### config.mk
export PLATFORM = sky130hd
export DESIGN_NAME = prog_toggle_counter
export DESIGN_NICKNAME = d
export VERILOG_FILES = /design/src/rtl/prog_toggle_counter_pkg.sv /design/src/rtl/prog_toggle_counter_toggle_reg.sv /design/src/rtl/prog_toggle_counter.sv
export SDC_FILE = /design/constraint.sdc
export NUM_CORES = 1
export LEC_CHECK = 0
export CAP_MARGIN = 10
export CORE_ASPECT_RATIO = 0.75
export CORE_UTILIZATION = 40
export CTS_BUF_LIST = sky130_fd_sc_hd__clkbuf_2 sky130_fd_sc_hd__clkbuf_4 sky130_fd_sc_hd__clkbuf_8
export DETAILED_ROUTE_END_ITERATION = 8
export PLACE_DENSITY = 0.66
export SLEW_MARGIN = 5
export SYNTH_ARGS = -nofsm -noshare
export SYNTH_HDL_FRONTEND = slang
export SYNTH_SLANG_ARGS = --single-unit
### constraint.sdc
create_clock -name i_clock -period 2.75 [get_ports i_clock]
set_input_delay 0.55 -clock i_clock [delete_from_list [all_inputs] [get_ports i_clock]]
set_output_delay 0.55 -clock i_clock [all_outputs]
set_load 0.01 [all_outputs]
### src/rtl/prog_toggle_counter_pkg.sv
// ---------------------------------------------------------------------------
// prog_toggle_counter_pkg
// Purpose : shared end-mode encodings for the programmable toggle counter.
// Contents: MODE_WRAP / MODE_SAT / MODE_ONESHOT / MODE_RSVD (2-bit mode codes).
// ---------------------------------------------------------------------------
package prog_toggle_counter_pkg;

   localparam logic [1:0] MODE_WRAP    = 2'd0;
   localparam logic [1:0] MODE_SAT     = 2'd1;
   localparam logic [1:0] MODE_ONESHOT = 2'd2;
   localparam logic [1:0] MODE_RSVD    = 2'd3;   // treated exactly like WRAP

endpackage

### src/rtl/prog_toggle_counter_toggle_reg.sv
// ---------------------------------------------------------------------------
// prog_toggle_counter_toggle_reg  (the toggle_reg sub-block)
// Purpose : single toggle flop with synchronous active-high reset.
// Ports   : i_clock      in  1  rising-edge clock
//           i_reset      in  1  synchronous reset, forces o_q to 0
//           i_toggle_en  in  1  invert the stored bit on this edge
//           o_q          out 1  registered toggle state
// ---------------------------------------------------------------------------
module prog_toggle_counter_toggle_reg (
   input  logic i_clock,
   input  logic i_reset,
   input  logic i_toggle_en,
   output logic o_q
);

   logic r_q;

   always_ff @(posedge i_clock) begin
      if (i_reset) begin
         r_q <= 1'b0;
      end else if (i_toggle_en) begin
         r_q <= ~r_q;
      end
   end

   assign o_q = r_q;

endmodule

### src/rtl/prog_toggle_counter.sv
// ---------------------------------------------------------------------------
// prog_toggle_counter
// Purpose : programmable up/down counter bounded by a runtime max value, with
//           WRAP / SAT / ONESHOT end modes, a one-cycle terminal-count pulse
//           and a toggle output that flips on every wrap, giving a
//           divide-by-2*(max+1) enable source.
// Ports   : i_clock       in  1      rising-edge clock
//           i_reset       in  1      synchronous active-high reset (top priority)
//           i_enable      in  1      advance one step
//           i_load        in  1      load count (beats enable)
//           i_load_value  in  WIDTH  load value, clamped to i_max_value
//           i_max_value   in  WIDTH  upper bound, sampled every edge
//           i_up_down     in  1      1 = up, 0 = down
//           i_mode        in  2      0 WRAP, 1 SAT, 2 ONESHOT, 3 as WRAP
//           o_count       out WIDTH  registered count
//           o_tc          out 1      registered terminal-count pulse
//           o_toggle_out  out 1      flips on each WRAP terminal event
//           o_done        out 1      ONESHOT finished, held until load/reset
// ---------------------------------------------------------------------------
module prog_toggle_counter
   import prog_toggle_counter_pkg::*;
#(
   parameter int WIDTH = 8
) (
   input  logic             i_clock,
   input  logic             i_reset,
   input  logic             i_enable,
   input  logic             i_load,
   input  logic [WIDTH-1:0] i_load_value,
   input  logic [WIDTH-1:0] i_max_value,
   input  logic             i_up_down,
   input  logic [1:0]       i_mode,
   output logic [WIDTH-1:0] o_count,
   output logic             o_tc,
   output logic             o_toggle_out,
   output logic             o_done
);

   logic [WIDTH-1:0] r_count;
   logic             r_tc;
   logic             r_done;
   logic             r_sat_hit;

   logic             w_terminal;
   logic             w_wrap_mode;
   logic             w_oneshot_locked;
   logic             w_wrap_event;

   function automatic logic [WIDTH-1:0] clamp_to_max(input logic [WIDTH-1:0] v,
                                                     input logic [WIDTH-1:0] m);
      return (v > m) ? m : v;
   endfunction

   // Up uses >= so a max lowered below the current count still terminates.
   assign w_terminal       = i_up_down ? (r_count >= i_max_value) : (r_count == '0);
   assign w_wrap_mode      = (i_mode == MODE_WRAP) || (i_mode == MODE_RSVD);
   assign w_oneshot_locked = (i_mode == MODE_ONESHOT) && r_done;
   assign w_wrap_event     = i_enable && !i_load && w_terminal && w_wrap_mode;

   always_ff @(posedge i_clock) begin
      if (i_reset) begin
         r_count   <= '0;
         r_tc      <= 1'b0;
         r_done    <= 1'b0;
         r_sat_hit <= 1'b0;
      end else if (i_load) begin
         r_count   <= clamp_to_max(i_load_value, i_max_value);
         r_tc      <= 1'b0;
         r_done    <= 1'b0;
         r_sat_hit <= 1'b0;
      end else begin
         r_tc <= 1'b0;
         // sat_hit only matters in SAT; clearing it whenever another mode is
         // seen means re-entering SAT always starts with a fresh pulse.
         if (i_mode != MODE_SAT) begin
            r_sat_hit <= 1'b0;
         end
         if (i_enable && !w_oneshot_locked) begin
            if (!w_terminal) begin
               r_count   <= i_up_down ? (r_count + 1'b1) : (r_count - 1'b1);
               r_sat_hit <= 1'b0;
            end else begin
               case (i_mode)
                  MODE_SAT: begin
                     r_tc      <= ~r_sat_hit;
                     r_sat_hit <= 1'b1;
                  end
                  MODE_ONESHOT: begin
                     r_tc   <= 1'b1;
                     r_done <= 1'b1;
                  end
                  default: begin
                     r_count <= i_up_down ? '0 : i_max_value;
                     r_tc    <= 1'b1;
                  end
               endcase
            end
         end
      end
   end

   prog_toggle_counter_toggle_reg u_toggle_reg (
      .i_clock     (i_clock),
      .i_reset     (i_reset),
      .i_toggle_en (w_wrap_event),
      .o_q         (o_toggle_out)
   );

   assign o_count = r_count;
   assign o_tc    = r_tc;
   assign o_done  = r_done;

endmodule

**Word level (Yosys, flattened, before mapping)**

Index checks and enable logic that the tools add are counted.

- Register bits after elaboration: 12
- Bits in latches: 0
- Bits in writable memories: 0
- ROM bits: 0
- Input port bits: 23
- Output and inout port bits: 11
- Word-level logic and storage cells: 47
- Memories kept: 0

- Add/sub/neg operators: 2
- $mul: 0
- Divide/modulo/power cells: 0
- Order comparisons: 2
- Equality and inequality tests: 5
- Shift operators: 0
- Multiplexer cells: 13
- Bitwise operators: 4
- Reductions and logical operators: 16

Operators with widths:

| kind | number |
|---|---|
| 2-to-1 mux 8 bit | 7 |
| adder 8 x 1 -> 8 bit (second input constant) | 1 |
| >= comparator 8 bit | 1 |
| greater-than comparator 8 bit | 1 |
| logical NOT 8 bit | 1 |
| subtractor 8 x 1 -> 8 bit (second input constant) | 1 |
| 2-to-1 mux 1 bit | 6 |
| logical AND 1 bit | 5 |
| == test 2 bit (second input constant) | 2 |
| NOT 1 bit | 4 |
| OR reduction 2 bit | 2 |
| OR reduction 4 bit | 1 |
| inequality test 3 bit (second input constant) | 1 |
| AND reduction 3 bit | 1 |
| == test 2 x 1 -> 1 bit (second input constant) | 1 |
| logical NOT 1 bit | 2 |
| logical NOT 2 bit | 1 |
| inequality test 2 x 1 -> 1 bit (second input constant) | 1 |
| AND reduction 2 bit | 1 |
| nonzero test 2 bit | 1 |
| logical OR 1 bit | 1 |

**Longest topological paths before layout**

Gate-level depths: netlist of the first run.

- Depth in word-level cells: 6
- Gate-level depth with buffers: 9
- Depth with buffers taken out: 8

**By module**

A second synthesis of the first run with hierarchy kept.

- Cells, all modules: 180
- Area, all modules: 1467.7 µm²

Modules (own cells, without submodules):

| module | times used | cells each | area each (µm²) | sequential area each (µm²) |
|---|---|---|---|---|
| prog_toggle_counter | 1 | 177 | 1435.1 | 220.2 |
| prog_toggle_counter_toggle_reg | 1 | 3 | 32.5 | 20.0 |

**Least setup slack after synthesis of the first run**

OpenSTA, ideal clock, no wires.

- Path type: input port to flip-flop
- Start: input i_max_value[6]
- End: register r_count[7], in the netlist o_count[7]
- Arrival: 2221 ps
- Data required time: 2630 ps
- Path slack: 409 ps
- Stages on the path: 8
- Path buffers: 0
- Cells stage by stage: inv_1 ha_1 a21o_1 a211oi_4 nand3_2 a31oi_4 and3b_1 a211o_1

- Longest elaborated chain between the ends: 5

Ends and longest elaborated chain:

| element | line | text |
|---|---|---|
| start: declaration | prog_toggle_counter.sv:30 | `input logic [WIDTH-1:0] i_max_value,` |
| >= comparator 8 bit | prog_toggle_counter.sv:55 | `assign w_terminal = i_up_down ? (r_count >= i_max_value) : (r_count == '0);` |
| 2-to-1 mux 1 bit | prog_toggle_counter.sv:55 |  |
| 2-to-1 mux 8 bit | prog_toggle_counter.sv:79 | `if (!w_terminal) begin` |
| 2-to-1 mux 8 bit | prog_toggle_counter.sv:78 | `if (i_enable && !w_oneshot_locked) begin` |
| 2-to-1 mux 8 bit | prog_toggle_counter.sv:66 | `end else if (i_load) begin` |
| end signal: assignment | prog_toggle_counter.sv:67 | `r_count <= clamp_to_max(i_load_value, i_max_value);` |
| end signal: assignment | prog_toggle_counter.sv:80 | `r_count <= i_up_down ? (r_count + 1'b1) : (r_count - 1'b1);` |
| end signal: assignment | prog_toggle_counter.sv:93 | `r_count <= i_up_down ? '0 : i_max_value;` |
| end: declaration | prog_toggle_counter.sv:39 | `logic [WIDTH-1:0] r_count;` |

Parallel ways exist; a longest one is shown, timed or not. The select of a mux whose other input is x is not followed.
A chain may end at the register's enable or synchronous reset.

**Final worst setup path of the first run**

- Start: input i_up_down
- End: register r_count[7], in the netlist o_count[7]

- Longest elaborated chain between the ends: 5

Ends and longest elaborated chain:

| element | line | text |
|---|---|---|
| start: declaration | prog_toggle_counter.sv:31 | `input logic i_up_down,` |
| 2-to-1 mux 8 bit | prog_toggle_counter.sv:93 |  |
| 2-to-1 mux 8 bit | prog_toggle_counter.sv:83 | `case (i_mode)` |
| 2-to-1 mux 8 bit | prog_toggle_counter.sv:79 |  |
| 2-to-1 mux 8 bit | prog_toggle_counter.sv:78 |  |
| 2-to-1 mux 8 bit | prog_toggle_counter.sv:66 |  |

Parallel ways exist; a longest one is shown, timed or not. The select of a mux whose other input is x is not followed.

==> impl_metrics.json, run 1 <==
{
  "clock_latency_ns": 0.25,
  "syn_area_mm2": 0.001545,
  "pre_cts_slack_ns": -0.2404,
  "slew_violations": 0,
  "fin_cells": 297,
  "synth_commonest_cells": "24 x ha_1, 14 x a21oi_1, 13 x inv_1",
  "grt_max_degree": 14,
  "route.met3.wl_um": 308,
  "power_w": 0.0009940,
  "max_slew.worst_pin.slew_ns": 0.5382,
  "numCtsBuffers": 3,
  "yosysSeqAreaShare_pct": 15.55,
  "rsz0062_at_grt": "false",
  "routed.top_layer": "met4",
  "ctsHtreeMaxLevel": 1,
  "clkSinkCount": 12,
  "synth_most_common_cell": "ha_1",
  "cts_tree": "yes",
  "num_io_pins": 34,
  "synth_fp_nets": 227,
  "routed-via-count": 1737,
  "layout.nets": 295,
  "min_path_type": "flip-flop to flip-flop",
  "crit_arrival_ns": 2.81,
  "synth_edf_count": 0,
  "synth.avg_cell_area_um2": 8.633,
  "fillerInstances": 309,
  "synthToLayoutAreaGrowth_pct": 43.72,
  "start_kind": "input pin",
  "n_antenna_cell": 0,
  "dieArea_mm2": 0.004118,
  "wirelength_met1_um": 2358,
  "worst-path-max-fanout": 5,
  "post_cts_buffers": 0,
  "ir_worst_vdd_mv": 0.2355,
  "synth.top_cell.area_share_pct": 19.43,
  "setup_viol_count_final": 0,
  "placeableCoreArea_mm2": 0.003685,
  "required_ns": 2.89,
  "setup_slack_ns": 0.08124,
  "wl_met2_um": 2181,
  "start_util_pct": 41.94,
  "grt_first_pass_wirelength_um": 7824,
  "hold_buffers": 0,
  "finalCritPeriodShare_pct": 97.05,
  "firstDrtPassIters": 4,
  "place_congestion": 0.9124,
  "async_flop_share_pct": 0,
  "worstSetupPathType": "input pin to flip-flop",
  "cts-root-buf": "clkbuf_8",
  "ys_warn_count": 0,
  "die_y_um": 55.83,
  "num_rows": 19,
  "max_freq_mhz": 374.7,
  "numPortBuffers": 33,
  "grt-ovfl-total": 0,
  "finalWirelength_um": 4924,
  "cp-end-kind": "flip-flop",
  "clk_path_buf_depth": 2,
  "p_per_area_mw_per_mm2": 447.6,
  "drive_above_1_share_pct": 22.04,
  "synthCells": 179,
  "antenna_found_initial": 0,
  "dp_cells": 294,
  "die_x_um": 73.77,
  "clock_skew_ns": 0.001243,
  "drt_iter0_markers": 79,
  "cts_resized": 0,
  "outcome": "finished, final reports clean",
  "final_hold_viol_count": 0,
  "dp_hpwl_um": 4063,
  "max-slew-margin-rel_pct": 63.92,
  "viasPerCell": 5.848,
  "grt_util_all_layers_pct": 24.74,
  "drtAntennaViolNets": 0,
  "ys_ff_latch": 12,
  "ys_top_cells_by_area": "ha_1 19%, dfxtp_1 16%, o211ai_1 4.9%",
  "drc": 0,
  "synth_cell_types": 51,
  "max_cap_violations": 0,
  "leakage_nw": 0.9629,
  "netlist.top_cell.by_area": "ha_1",
  "hold_ws_ns": 0.4571,
  "synth_top_flop_cell": "dfxtp_1",
  "period_minus_slack_ns": 2.669,
  "path_clk_slew_ns": 0.06,
  "avgRoutedWirePerCell_um": 16.58,
  "grt_pass1_vias": 1743
}
## cell type report
class / count / area [um^2] / share of cell area, %
Inverter: 14 / 52.55 / 2.366
Timing Repair Buffer: 67 / 585.6 / 26.37
Clock buffer: 3 / 41.29 / 1.859
Multi-Input combinational cell: 149 / 1236 / 55.66
Tap cell: 52 / 65.06 / 2.930
Sequential cell: 12 / 240.2 / 10.82
## metrics by stage
| stage | utilization [%] | setup TNS (ns) | area (um^2) |
|---|---|---|---|
| after floorplan | - | 0 | 1545 |
| after global placement | 58.81 | -0.4991 | 2167 |
| after detailed placement | 58.81 | -1.088 | 2167 |
| after CTS | 59.93 | 0 | 2208 |
| after global routing | 60.27 | 0 | 2221 |
| final | 60.27 | 0 | 2221 |
## critical path: stages
cell	delay [ns]
clkdlybuf4s50_1	0.51
inv_2	0.09
buf_4	0.16
ha_1	0.33
a21oi_1	0.20
o21ai_0	0.14
a41oi_2	0.25
mux2i_1	0.12
o21a_1	0.18
a211o_1	0.28
## cells in the final DEF (no fill, tap or decap), types with 3 or more instances in the layout
cell type,n
buf_4,34
clkdlybuf4s50_1,33
ha_1,24
a21oi_1,14
inv_1,13
dfxtp_1,12
nand2_1,11
o21ai_0,11
o211ai_1,10
nor2_1,7
a32o_1,7
a21o_1,5
nand3_1,4
xor2_1,4
a211oi_1,3
nor3_1,3
a211o_1,3
clkbuf_8,3
## registers in the layout, summed over array words and instances (netlist names)
signal	cells
r_sat_hit	1
o_count	8
o_done	1
u_toggle_reg.o_q	1
o_tc	1
## power breakdown
part	switching [W]	internal [W]
clock network	0.0000727	0.0000971
logic	0.000297	0.000300
registers	0.0000333	0.000194
total	0.000403	0.000591
## final timing paths
check,start,endpoint,slack [ns],cells past startpoint
setup / recovery,i_up_down,o_count[7]$_SDFFE_PP0P_,0.08,10
hold / removal,r_sat_hit$_SDFF_PP0_,r_sat_hit$_SDFF_PP0_,0.46,2
setup reg to reg,o_count[1]$_SDFFE_PP0P_,o_count[4]$_SDFFE_PP0P_,0.54,7
hold reg to reg,r_sat_hit$_SDFF_PP0_,r_sat_hit$_SDFF_PP0_,0.46,2
## cell families after synthesis
family	share of synthesized area, %
buffers and inverters	5.263
DFF	15.55
xor gates and xnor gates	3.401
and+or+nand+nor	15.87
muxes	0.6478
AOI/OAI and AO/OA	38.54
adders and majority gates	20.73
## routing by layer
layer  up-vias  track usage (%)
met5         -                0
met4         0            10.44
met3         9            3.442
met2        53            39.45
met1       838            33.15
li1        837                -
Note: power is estimated with default switching activity, not from simulation.
==> run 2: changes to the inputs <==
clock period = 3.1 ns   (was 2.75 ns; I/O delays follow)
==> run 2 against run 1 <==
Net effect: sequential share of layout area increased by 1.0 points; sequential power shrank 6%; hold slack better by 0.015 ns; clock-buffer cell count rose by 1; die area unchanged; first-iteration DRC count up 46%; via count shrank 7.4%; register-to-register slack gained 0.12 ns; core utilization is 5.3 points lower; largest power group unchanged.
==> impl_metrics.json, run 2 (same netlist as run 1, synthesis figures left out) <==
{
  "min_path_type": "flip-flop to flip-flop",
  "grt_max_degree": 15,
  "reg2reg_slack_ns": 0.66,
  "drtAntennaViolNets": 0,
  "grt_first_pass_wirelength_um": 7445,
  "numCtsBuffers": 3,
  "max_freq_mhz": 354.5,
  "seq_power_share_pct": 25.7,
  "post_cts_buffers": 0,
  "num_io_pins": 34,
  "die_y_um": 55.83,
  "outcome": "finished, final reports clean",
  "grt_pass1_vias": 1590,
  "placeableCoreArea_mm2": 0.003685,
  "drc": 0,
  "crit_path_top_delay_cell": "clkdlybuf4s50_1",
  "final_hold_viol_count": 0,
  "setup_viol_count_final": 0,
  "start_util_pct": 41.94,
  "cts-root-buf": "clkbuf_8",
  "p_int_w": 0.0004975,
  "path_clk_slew_ns": 0.06,
  "layout.nets": 269,
  "cp-end-kind": "flip-flop",
  "dieArea_mm2": 0.004118,
  "cts_resized": 0,
  "largest_reg_flops": 8,
  "worstPathCellList": "clkdlybuf4s50_1 -> inv_1 -> ha_1 -> a21o_1 -> a211oi_4 -> nand3_2 -> a41oi_2 -> o21a_1 -> a211o_1",
  "final_cell_mix": "33 x clkdlybuf4s50_1, 24 x ha_1, 14 x a21oi_1",
  "firstDrtPassIters": 4,
  "clock_skew_ns": 0.004562,
  "num_rows": 19,
  "switching_share_pct": 40.25,
  "worst-path-max-fanout": 7,
  "combinationalPowerShare_pct": 52.9,
  "rsz0062_at_grt": "false",
  "max-slew-margin-rel_pct": 65.65,
  "max_slew.worst_pin.slew_ns": 0.5125,
  "leakage_nw": 0.8422,
  "setup_tns_ns": 0,
  "ir_worst_vdd_mv": 0.1946,
  "hold_buffers": 0,
  "grt_util_all_layers_pct": 23.33,
  "antenna_found_initial": 0,
  "dp_cells": 268,
  "drive_above_1_share_pct": 12.27,
  "placed_area_mm2": 0.001972,
  "pwr-share-clk_pct": 21.3,
  "power.switching_w": 0.0003351,
  "max_stage_delay_ns": 0.46,
  "place_congestion": 0.8612,
  "clkSinkCount": 12,
  "avgRoutedWirePerCell_um": 16.58,
  "fin_cells": 272,
  "dp_hpwl_um": 3623,
  "post-route-util_pct": 55.01,
  "drt_iter0_markers": 115,
  "required_ns": 3.30,
  "numPortBuffers": 33,
  "n_antenna_cell": 0,
  "worstSetupPathType": "input pin to flip-flop",
  "finalCritPeriodShare_pct": 90.99,
  "slew_violations": 0,
  "finalWirelength_um": 4511,
  "crit_arrival_ns": 3.02,
  "routed-via-count": 1608,
  "setup_slack_ns": 0.2794,
  "fin_area_mm2": 0.002027,
  "period_minus_slack_ns": 2.821,
  "viasPerCell": 5.912,
  "ctsHtreeMaxLevel": 1,
  "die_x_um": 73.77,
  "clock_latency_ns": 0.25,
  "cts_tree": "yes",
  "layout_commonest_cell": "clkdlybuf4s50_1",
  "clk_path_buf_depth": 2,
  "p_per_area_mw_per_mm2": 410.8,
  "max_cap_violations": 0,
  "pre_cts_slack_ns": 0.06300,
  "synthToLayoutAreaGrowth_pct": 31.17,
  "start_kind": "input pin",
  "grt-ovfl-total": 0
}
==> run 2: cell types whose count changed in the layout (fill, tap and decap cells not counted), sizes merged <==
cell,delta
buf,-26
clkbuf,+1
==> run 2: final timing paths <==
kind                                           endpoint  depth (start not counted)               startpoint
worst max-delay path            o_count[7]$_SDFFE_PP0P_                          9           i_max_value[6]
worst min-delay path               r_sat_hit$_SDFF_PP0_                          2     r_sat_hit$_SDFF_PP0_
worst max register to register  o_count[7]$_SDFFE_PP0P_                          8  o_count[0]$_SDFFE_PP0P_
worst min register to register     r_sat_hit$_SDFF_PP0_                          2     r_sat_hit$_SDFF_PP0_
==> run 2: layout make-up <==
cell class	instances	area [um^2]
fill	354	1658
multi-input combinational	149	1224
timing repair buffer	41	390.4
sequential	12	240.2
tap	52	65.06
clock buffer	4	55.05
inverter	14	52.55
==> run 2: per-layer routing <==
layer / track usage, % / vias up / wire length (um) / part of all wire, %
met5: 0 / - / 0 / 0
met4: 7.692 / 0 / 55 / 1.2
met3: 1.087 / 5 / 275 / 6.1
met2: 34.99 / 50 / 1956 / 43
met1: 35.30 / 765 / 2225 / 49
li1: - / 788 / - / -
==> run 2: per-stage QoR <==
| stage | total power (W) | hold slack, ns |
|---|---|---|
| 3_3_place_gp | 0.0006391 | 0.4402 |
| 3_5_place_dp | 0.0006516 | 0.4634 |
| 2_1_floorplan | 0.0004993 | 0.4316 |
| 4_1_cts | 0.0008325 | 0.4723 |
| 6_report | 0.0008326 | 0.4719 |
| 5_1_grt | 0.0008904 | 0.4945 |
==> run 2: power by group through the flow <==
stage / combinational, W / clock (W) / sequential [W]
floorplan: 0.000285 / 0 / 0.000214
global placement: 0.000424 / 0 / 0.000215
detailed placement: 0.000435 / 0 / 0.000217
CTS: 0.000438 / 0.000180 / 0.000214
global route: 0.000487 / 0.000186 / 0.000217
finish: 0.000441 / 0.000177 / 0.000214
==> run 2: worst max-delay path, delay by kind of cell <==
kind	cells	cell delay [ns]
fa+ha+maj	1	0.31
simple gates	1	0.20
compound gates	5	1.35
buf+inv	2	0.53
